### src/rtl/sprite_blit_engine_if.sv
// Bus between the game datapath and the sprite blit engine: the command
// fields, the shared ROM address/data pair and the VGA plot outputs.
interface sprite_blit_engine_if #(
  parameter int XW = 8,
  parameter int YW = 7,
  parameter int CW = 3,
  parameter int AW = 15,
  parameter int DW = 8
);
  logic          start;
  logic          abort;
  logic [XW-1:0] x0;
  logic [YW-1:0] y0;
  logic [DW-1:0] w;
  logic [DW-1:0] h;
  logic [AW-1:0] base_addr;
  logic          fill_en;
  logic [CW-1:0] fill_color;
  logic          mirror;
  logic          key_en;
  logic [CW-1:0] key_color;
  logic [AW-1:0] rom_addr;
  logic [CW-1:0] rom_q;
  logic [XW-1:0] x;
  logic [YW-1:0] y;
  logic [CW-1:0] color;
  logic          plot;
  logic          busy;
  logic          done;

  // Game FSM / ROM side: issues commands, returns ROM data
  modport master (
    output start, abort, x0, y0, w, h, base_addr, fill_en, fill_color,
           mirror, key_en, key_color, rom_q,
    input  rom_addr, x, y, color, plot, busy, done
  );

  // Engine side
  modport slave (
    input  start, abort, x0, y0, w, h, base_addr, fill_en, fill_color,
           mirror, key_en, key_color, rom_q,
    output rom_addr, x, y, color, plot, busy, done
  );
endinterface

### src/rtl/sprite_blit_engine.sv
// Programmable rectangle/sprite draw engine: scans a W x H rectangle one
// pixel per clock, fetches colour from ROM (or uses a solid fill), applies
// mirroring, colour-key transparency and screen-edge clipping.
module sprite_blit_engine #(
  parameter int XW       = 8,
  parameter int YW       = 7,
  parameter int CW       = 3,
  parameter int AW       = 15,
  parameter int DW       = 8,
  parameter int SCREEN_W = 160,
  parameter int SCREEN_H = 120,
  parameter int ROM_LAT  = 1
) (
  input logic                clk,
  input logic                reset,
  sprite_blit_engine_if.slave bus
);
  // Coordinate sums are wide enough to keep the carry out of x0+col / y0+row
  localparam int CXW = ((XW > DW) ? XW : DW) + 1;
  localparam int CYW = ((YW > DW) ? YW : DW) + 1;

  typedef enum logic [1:0] {IDLE, SCAN, DRAIN, DONE} state_t;

  typedef struct packed {
    logic [XW-1:0] x0;
    logic [YW-1:0] y0;
    logic [DW-1:0] w;
    logic [DW-1:0] h;
    logic          fill_en;
    logic [CW-1:0] fill_color;
    logic          mirror;
    logic          key_en;
    logic [CW-1:0] key_color;
  } cmd_t;

  state_t                    state_q, state_d;
  cmd_t                      cmd_q, cmd_d;
  logic [DW-1:0]             col_q, col_d, row_q, row_d;
  logic [AW-1:0]             rowbase_q, rowbase_d;
  logic [1:0]                drn_q, drn_d;
  logic [ROM_LAT:1]          vld_q, vld_d, clip_q, clip_d;
  logic [ROM_LAT:1][XW-1:0]  px_q, px_d;
  logic [ROM_LAT:1][YW-1:0]  py_q, py_d;
  logic [XW-1:0]             xh_q, xh_d;
  logic [YW-1:0]             yh_q, yh_d;
  logic [CW-1:0]             ch_q, ch_d;

  logic           kill;
  logic [CXW-1:0] xs;
  logic [CYW-1:0] ys;
  logic [DW-1:0]  acol;
  logic           key_hit, plot_o;
  logic [CW-1:0]  col_o;

  // Pixel issue: coordinates, clip flag and ROM address of the current pixel
  always_comb begin
    kill = bus.abort && (state_q != IDLE);
    xs   = CXW'(cmd_q.x0) + CXW'(col_q);
    ys   = CYW'(cmd_q.y0) + CYW'(row_q);
    acol = cmd_q.mirror ? (cmd_q.w - DW'(1) - col_q) : col_q;
  end
  assign bus.rom_addr = rowbase_q + AW'(acol);

  // Control FSM: command capture, raster scan counters and drain timing
  always_comb begin
    state_d   = state_q;
    cmd_d     = cmd_q;
    col_d     = col_q;
    row_d     = row_q;
    rowbase_d = rowbase_q;
    drn_d     = drn_q;
    case (state_q)
      IDLE: if (bus.start && !bus.abort) begin
        cmd_d     = '{x0: bus.x0, y0: bus.y0, w: bus.w, h: bus.h,
                      fill_en: bus.fill_en, fill_color: bus.fill_color,
                      mirror: bus.mirror, key_en: bus.key_en,
                      key_color: bus.key_color};
        col_d     = '0;
        row_d     = '0;
        rowbase_d = bus.base_addr;
        drn_d     = '0;
        state_d   = (bus.w == '0 || bus.h == '0) ? DRAIN : SCAN;
      end
      SCAN: begin
        if (col_q == cmd_q.w - DW'(1)) begin
          col_d     = '0;
          row_d     = row_q + DW'(1);
          rowbase_d = rowbase_q + AW'(cmd_q.w);
          if (row_q == cmd_q.h - DW'(1)) state_d = DRAIN;
        end else begin
          col_d = col_q + DW'(1);
        end
      end
      // Wait ROM_LAT cycles so the last issued pixel reaches the output
      DRAIN: begin
        if (drn_q == 2'(ROM_LAT - 1)) state_d = DONE;
        else                          drn_d   = drn_q + 2'd1;
      end
      DONE:    state_d = IDLE;
      default: state_d = IDLE;
    endcase
    if (kill) state_d = IDLE;
  end

  // Pixel pipeline: ROM_LAT stages so coordinates line up with rom_q
  always_comb begin
    vld_d     = vld_q;
    clip_d    = clip_q;
    px_d      = px_q;
    py_d      = py_q;
    vld_d[1]  = (state_q == SCAN);
    clip_d[1] = (xs >= CXW'(SCREEN_W)) || (ys >= CYW'(SCREEN_H));
    px_d[1]   = xs[XW-1:0];
    py_d[1]   = ys[YW-1:0];
    for (int k = 2; k <= ROM_LAT; k++) begin
      vld_d[k]  = vld_q[k-1];
      clip_d[k] = clip_q[k-1];
      px_d[k]   = px_q[k-1];
      py_d[k]   = py_q[k-1];
    end
    if (kill) vld_d = '0;
  end

  // Plot decision; x/y/colour hold their last plotted values otherwise
  always_comb begin
    key_hit = cmd_q.key_en && !cmd_q.fill_en && (bus.rom_q == cmd_q.key_color);
    plot_o  = vld_q[ROM_LAT] && !clip_q[ROM_LAT] && !key_hit;
    col_o   = cmd_q.fill_en ? cmd_q.fill_color : bus.rom_q;
    xh_d    = plot_o ? px_q[ROM_LAT] : xh_q;
    yh_d    = plot_o ? py_q[ROM_LAT] : yh_q;
    ch_d    = plot_o ? col_o         : ch_q;
  end

  assign bus.plot  = plot_o;
  assign bus.x     = xh_d;
  assign bus.y     = yh_d;
  assign bus.color = ch_d;
  assign bus.busy  = (state_q != IDLE);
  assign bus.done  = (state_q == DONE);

  // State registers
  always_ff @(posedge clk or posedge reset) begin
    if (reset) begin
      state_q   <= IDLE;
      cmd_q     <= '0;
      col_q     <= '0;
      row_q     <= '0;
      rowbase_q <= '0;
      drn_q     <= '0;
      vld_q     <= '0;
      clip_q    <= '0;
      px_q      <= '0;
      py_q      <= '0;
      xh_q      <= '0;
      yh_q      <= '0;
      ch_q      <= '0;
    end else begin
      state_q   <= state_d;
      cmd_q     <= cmd_d;
      col_q     <= col_d;
      row_q     <= row_d;
      rowbase_q <= rowbase_d;
      drn_q     <= drn_d;
      vld_q     <= vld_d;
      clip_q    <= clip_d;
      px_q      <= px_d;
      py_q      <= py_d;
      xh_q      <= xh_d;
      yh_q      <= yh_d;
      ch_q      <= ch_d;
    end
  end
endmodule

### src/flat_wrapper.sv
// flat-port wrapper written by rule: the top's interface ports become plain ports
module sprite_blit_engine_flat 
#(
  parameter int XW       = 8,
  parameter int YW       = 7,
  parameter int CW       = 3,
  parameter int AW       = 15,
  parameter int DW       = 8,
  parameter int SCREEN_W = 160,
  parameter int SCREEN_H = 120,
  parameter int ROM_LAT  = 1
)
  (clk, reset, bus_start, bus_abort, bus_x0, bus_y0, bus_w, bus_h, bus_base_addr, bus_fill_en, bus_fill_color, bus_mirror, bus_key_en, bus_key_color, bus_rom_q, bus_rom_addr, bus_x, bus_y, bus_color, bus_plot, bus_busy, bus_done);
  sprite_blit_engine_if #(.XW(XW), .YW(YW), .CW(CW), .AW(AW), .DW(DW)) bus_i ();
  input logic clk;
  input logic reset;
  input wire logic [$bits(bus_i.start)-1:0] bus_start;
  input wire logic [$bits(bus_i.abort)-1:0] bus_abort;
  input wire logic [$bits(bus_i.x0)-1:0] bus_x0;
  input wire logic [$bits(bus_i.y0)-1:0] bus_y0;
  input wire logic [$bits(bus_i.w)-1:0] bus_w;
  input wire logic [$bits(bus_i.h)-1:0] bus_h;
  input wire logic [$bits(bus_i.base_addr)-1:0] bus_base_addr;
  input wire logic [$bits(bus_i.fill_en)-1:0] bus_fill_en;
  input wire logic [$bits(bus_i.fill_color)-1:0] bus_fill_color;
  input wire logic [$bits(bus_i.mirror)-1:0] bus_mirror;
  input wire logic [$bits(bus_i.key_en)-1:0] bus_key_en;
  input wire logic [$bits(bus_i.key_color)-1:0] bus_key_color;
  input wire logic [$bits(bus_i.rom_q)-1:0] bus_rom_q;
  output wire logic [$bits(bus_i.rom_addr)-1:0] bus_rom_addr;
  output wire logic [$bits(bus_i.x)-1:0] bus_x;
  output wire logic [$bits(bus_i.y)-1:0] bus_y;
  output wire logic [$bits(bus_i.color)-1:0] bus_color;
  output wire logic [$bits(bus_i.plot)-1:0] bus_plot;
  output wire logic [$bits(bus_i.busy)-1:0] bus_busy;
  output wire logic [$bits(bus_i.done)-1:0] bus_done;
  assign bus_i.start = bus_start;
  assign bus_i.abort = bus_abort;
  assign bus_i.x0 = bus_x0;
  assign bus_i.y0 = bus_y0;
  assign bus_i.w = bus_w;
  assign bus_i.h = bus_h;
  assign bus_i.base_addr = bus_base_addr;
  assign bus_i.fill_en = bus_fill_en;
  assign bus_i.fill_color = bus_fill_color;
  assign bus_i.mirror = bus_mirror;
  assign bus_i.key_en = bus_key_en;
  assign bus_i.key_color = bus_key_color;
  assign bus_i.rom_q = bus_rom_q;
  assign bus_rom_addr = bus_i.rom_addr;
  assign bus_x = bus_i.x;
  assign bus_y = bus_i.y;
  assign bus_color = bus_i.color;
  assign bus_plot = bus_i.plot;
  assign bus_busy = bus_i.busy;
  assign bus_done = bus_i.done;
  sprite_blit_engine #(.XW(XW), .YW(YW), .CW(CW), .AW(AW), .DW(DW), .SCREEN_W(SCREEN_W), .SCREEN_H(SCREEN_H), .ROM_LAT(ROM_LAT)) u_core (.clk(clk), .reset(reset), .bus(bus_i));
endmodule
### config.mk
export PLATFORM = sky130hd
export DESIGN_NAME = sprite_blit_engine_flat
export DESIGN_NICKNAME = d
export VERILOG_FILES = /design/src/rtl/sprite_blit_engine_if.sv /design/src/rtl/sprite_blit_engine.sv /design/src/flat_wrapper.sv
export SDC_FILE = /design/constraint.sdc
export NUM_CORES = 1
export LEC_CHECK = 0
export ABC_CLOCK_PERIOD_IN_PS = 12500
export BUFFER_PORTS_ARGS = -buffer_cell sky130_fd_sc_hd__buf_2
export CAP_MARGIN = 20
export CELL_PAD_IN_SITES_DETAIL_PLACEMENT = 1
export CELL_PAD_IN_SITES_GLOBAL_PLACEMENT = 1
export CORE_MARGIN = 2
export CORE_UTILIZATION = 49
export DETAILED_ROUTE_END_ITERATION = 16
export GPL_ROUTABILITY_DRIVEN = 0
export PLACE_DENSITY_LB_ADDON = 0.25
export SLEW_MARGIN = 25
export SYNTH_ARGS = -nofsm -noshare
export SYNTH_HDL_FRONTEND = slang
export SYNTH_SLANG_ARGS = --single-unit
### constraint.sdc
create_clock -name clk -period 12.5 [get_ports clk]
set_input_delay 1.25 -clock clk [delete_from_list [all_inputs] [get_ports clk]]
set_output_delay 1.25 -clock clk [all_outputs]
set_load 0.05 [all_outputs]
## Word-level counts from Yosys, hierarchy flattened

Index checks and enable logic that the tools add are counted.

| storage, ports and cells | value |
|---|---|
| bits in registers | 110 |
| input bits | 62 |
| output and inout port bits | 36 |

| operators by class | value |
|---|---|
| $add $sub $neg | 10 |
| order comparisons | 2 |
| equal/unequal tests | 13 |
| mux-type cells | 24 |
| reduce and logical (&&, ||, !) cells | 24 |

Operator list:

| cell | number |
|---|---|
| $mux W8 | 5 |
| $pmux W8 S2 | 2 |
| $add A15 B8 Y15 | 2 |
| $mux W15 | 2 |
| $pmux W15 S2 | 1 |
| $add A8 B1 Y8 const B | 2 |
| $eq A8 B8 Y1 | 2 |
| $logic_not A8 Y1 | 2 |
| $mux W2 | 8 |
| $sub A8 B1 Y8 const B | 2 |
| $ne A3 B1 Y1 const B | 4 |
| $add A7 B8 Y9 | 1 |
| $add A8 B8 Y9 | 1 |
| $ge A9 B7 Y1 const B | 1 |
| $ge A9 B8 Y1 const B | 1 |
| $pmux W2 S4 | 1 |
| $sub A8 B8 Y8 | 1 |
| $mux W7 | 1 |
| $logic_and A1 B1 Y1 | 6 |
| $mux W3 | 2 |
| $reduce_and A3 Y1 | 2 |
| $reduce_bool A2 Y1 | 3 |
| $eq A2 B2 Y1 const B | 2 |
| $logic_not A1 Y1 | 4 |
| 11 further kinds | 15 |

## Longest topological paths before layout

| depth | value |
|---|---|
| word-level depth | 6 |
| depth in mapped cells | 17 |

## Least setup slack after synthesis

OpenSTA, ideal clock, no wires.

| timing | value |
|---|---|
| path kind | register -> output |
| start point | reg u_core.cmd_q[20] (netlist name) |
| end point | out bus_rom_addr[12] |
| data arrival time | 4298 ps |
| slack | 6952 ps |
| cell stages (with the launch flop) | 15 |
| cells stage by stage | dfrtp_1 or4_4 nor2_1 xor2_1 ha_1 nor3_1 nor2_1 o41ai_1 mux2i_1 xnor2_1 ha_1 nor3b_1 a2111oi_0 nand3_1 xnor2_1 |

| on the way | value |
|---|---|
| longest elaborated chain between the ends | 4 |

RTL lines:

| element | RTL line | RTL |
|---|---|---|
| start, declared | sprite_blit_engine.sv:37 | `cmd_t cmd_q, cmd_d;` |
| start signal, assigned | sprite_blit_engine.sv:159 | `cmd_q <= cmd_d;` |
| $sub A8 B1 Y8 | sprite_blit_engine.sv:60 | `acol = cmd_q.mirror ? (cmd_q.w - DW'(1) - col_q) : col_q;` |
| $sub A8 B8 Y8 | sprite_blit_engine.sv:60 |  |
| $mux W8 | sprite_blit_engine.sv:60 |  |
| $add A15 B8 Y15 | sprite_blit_engine.sv:62 | `assign bus.rom_addr = rowbase_q + AW'(acol);` |
| end, declared | flat_wrapper.sv:30 | `output wire logic [$bits(bus_i.rom_addr)-1:0] bus_rom_addr;` |

Every way passes these cells.

## Worst setup path in the final report

| timing | value |
|---|---|
| start point | reg u_core.cmd_q[18] (netlist name) |
| end point | out bus_rom_addr[12] |

Same word-level chain as after synthesis.

==> impl_metrics.env <==
export IMPL_cts_sinks=110
export IMPL_cts_htree_levels=3
export IMPL_synth_common_cells="dfrtp_1, mux2_2, nor2_1, ha_1, inv_1"
export IMPL_synth_warnings=0
export IMPL_grt_total_usage_pct=27.3
export IMPL_drc=0
export IMPL_tritoncts="built"
export IMPL_grt_pass1_wl_um=32100
export IMPL_top_layer="met4"
export IMPL_ys_ff_latch=110
export IMPL_cts_inserted_buffers=9
export IMPL_post_cts_buffers=0
export IMPL_synth_most_common_cell="dfrtp_1"
export IMPL_startpoint_type="register"
export IMPL_met3_wirelength_um=882
export IMPL_core_area_um2=13900
export IMPL_grt_max_degree=59
export IMPL_synthCells=706
export IMPL_io_buffers=97
export IMPL_area_delta_synth_final_pct=13.8
export IMPL_max_slew_margin_pct=37.8
export IMPL_hold_viol_final=0
export IMPL_worstPathMaxFanout=6
export IMPL_cts_hold_buf=0
export IMPL_wl_per_cell_um=20.1
export IMPL_grt_pass1_vias=6293
export IMPL_die_h_um=123
export IMPL_fin_crit_ns=6.11
export IMPL_hpwlAfterDp_um=14500
export IMPL_drt_met1_wl_um=8220
export IMPL_setup_viol=0
export IMPL_rows=43
export IMPL_ctsResizeCount=0
export IMPL_synth_top_flop_cell="dfrtp_1"
export IMPL_cp_data_required_time_ns=11.25
export IMPL_cp_num_buf_inv=3
export IMPL_outcome="completed"
export IMPL_cp_top_family="compound AO/OA/AOI/OAI gates"
export IMPL_syn_avg_cell_area_um2=9.91
export IMPL_fin_ws_ns=6.39
export IMPL_rsz0062_at_grt="false"
export IMPL_slew_viol_final=0
export IMPL_synth_top_area_share_pct=39.3
export IMPL_max_cap_viol_count=0
export IMPL_setup_tns_ns=0
export IMPL_critPathMostFrequentCell="ha_1"
export IMPL_clk_path_buf_depth=2
export IMPL_path_cells="inv_1 > ha_1 > inv_1 > ha_1 > nor2b_1 > o21ai_0 > a21oi_1 > o41ai_1 > mux2i_1 > xnor2_1 > ha_1 > nor3b_1 > a2111oi_1 > nand3_1 > xnor2_1 > buf_2"
export IMPL_routed_wl_um=19600
export IMPL_syn_nets=822
export IMPL_async_flop_share_pct=100
export IMPL_diodes=0
export IMPL_drt_iter0_drc=259
export IMPL_initial_utilization_pct=50.2
export IMPL_synthDistinctLibCells=68
export IMPL_worstMarginPinSlew_ns=0.932
export IMPL_cp_data_arrival_time_ns=4.86
export IMPL_synthTopCellsByArea="dfrtp_1, ha_1, mux2_2"
export IMPL_skew_ns=0.0115
export IMPL_synth_cell_area_um2=7000
export IMPL_critical_path_class="register to output pin"
export IMPL_dr_wl_met2_um=10200
export IMPL_drive_gt1_share_pct=23.5
export IMPL_hp_class="register to register"
export IMPL_fp_dieArea_um2=15300
export IMPL_path_clk_slew_ns=0.08
export IMPL_crit_path_top_delay_cell="a2111oi_1"
export IMPL_grt_overflow_total=0
export IMPL_fin_crit_sh_pct=48.8
export IMPL_synth_seq_area_share_pct=39.3
export IMPL_crit_path_end_kind="output pin"
export IMPL_antenna_found_initial=0
export IMPL_root_buffer="clkbuf_16"
export IMPL_die_w_um=123
export IMPL_viasPerCell=5.98
export IMPL_cpPeakStageDelay_ns=0.83
export IMPL_io_pins=98
export IMPL_nets=911
export IMPL_dpl_worst_slack_ns=6.86
export IMPL_drt_pass1_iter_count=4
export IMPL_synth_largest_area_cell="dfrtp_1"
export IMPL_synth_edff_count=0
export IMPL_clk_latency_ns=0.36
export IMPL_drtAntennaViolNets=0
export IMPL_dr_total_vias=5858
export IMPL_max_freq_mhz=164
==> worst reg2reg max path: stages (launching register included) <==
cell	delay [ns]
dfrtp_1	0.45
or4_4	0.60
nor2_1	0.14
xor2_1	0.09
ha_1	0.36
nand3_1	0.09
nor2_1	0.49
nand4b_1	0.26
a31oi_4	0.61
buf_4	0.36
mux2_1	0.35
==> path summary, 6_finish.rpt <==
path | from | endpoint | slack, ns | cells after the start
worst max-delay path | u_core.cmd_q[18] | bus_rom_addr[12] | 6.39 | 16
worst min-delay path | u_core.xh_q[5] | u_core.xh_q[5] | 0.49 | 1
worst max register to register | u_core.cmd_q[20] | u_core.rowbase_q[6] | 8.58 | 10
worst min register to register | u_core.xh_q[5] | u_core.xh_q[5] | 0.49 | 1
max in group asynchronous | reset | u_core.rowbase_q[11] | 10.32 | 3
min in group asynchronous | reset | u_core.xh_q[2] | 1.00 | 2
==> placed cells by master (no fill, tap or decap), types with 5 or more instances in the layout <==
cell type,netlist,layout
buf_4,2,5
mux2i_1,12,12
nor3_1,21,21
xnor2_1,24,24
fa_1,5,5
o21a_1,9,9
nand3_1,16,16
mux2_1,6,6
nand2b_1,5,5
o21ai_0,26,26
buf_2,3,97
o21ai_1,13,13
nor4_1,10,10
nor2_1,50,50
xor2_1,18,18
nand4_1,7,7
clkbuf_16,0,9
mux2_2,53,53
inv_1,47,46
nor2b_1,10,10
a21oi_1,42,42
o2111ai_1,5,5
or3_1,7,7
nand2_1,40,40
a211oi_1,7,7
ha_1,49,49
dfrtp_1,110,110
and2_1,6,6
==> cells by family (layout without fill, tap and decap cells) <==
kind of cell | Yosys count | count (layout) | share of synthesized area, %
AO/OA/AOI/OAI | 163 | 163 | 15.9
XOR/XNOR | 43 | 43 | 5.60
adder cells (fa/ha/maj) | 54 | 54 | 10.2
buffers and inverters | 73 | 166 | 4.08
flip-flops | 110 | 110 | 39.3
multiplexers | 71 | 71 | 11.2
AND/OR/NAND/NOR | 192 | 192 | 13.6
==> per-stage QoR <==
| step | std cells | hold WS, ns | area [um^2] | util [%] |
|---|---|---|---|---|
| 2_1_floorplan | 706 | 0.461 | 7000 | - |
| 3_3_place_gp | 963 | 0.460 | 7660 | 55.0 |
| 3_5_place_dp | 963 | 0.475 | 7660 | 55.0 |
| 4_1_cts | 978 | 0.500 | 7940 | 57.0 |
| 5_1_grt | 979 | 0.521 | 7960 | 57.2 |
| 6_report | 979 | 0.490 | 7960 | 57.2 |
==> sequential cells by signal, summed over array words and instances (netlist names), 2 cells and up <==
signal            flops
u_core.ch_q           3
u_core.cmd_q         40
u_core.col_q          8
u_core.drn_q          2
u_core.px_q           8
u_core.py_q           7
u_core.row_q          8
u_core.rowbase_q     15
u_core.state_q        2
u_core.xh_q           8
u_core.yh_q           7
==> layout make-up <==
class | count | area [um^2]
Tap cell | 180 | 225
Clock buffer | 9 | 225
Timing Repair Buffer | 103 | 534
Multi-Input combinational cell | 523 | 3990
Clock inverter | 6 | 57.6
Fill cell | 1620 | 5970
Inverter | 48 | 183
Sequential cell | 110 | 2750
==> routing by layer <==
layer / track usage, % / vias to the layer above
met3: 5.26 / 32
met2: 48.7 / 152
met4: 8.38 / 0
li1: - / 2721
met5: 0 / -
met1: 33.1 / 2953
Power is left out: the tool's default activity adds up to more than one toggle a clock period on the data nets, which glitch-free logic cannot reach.
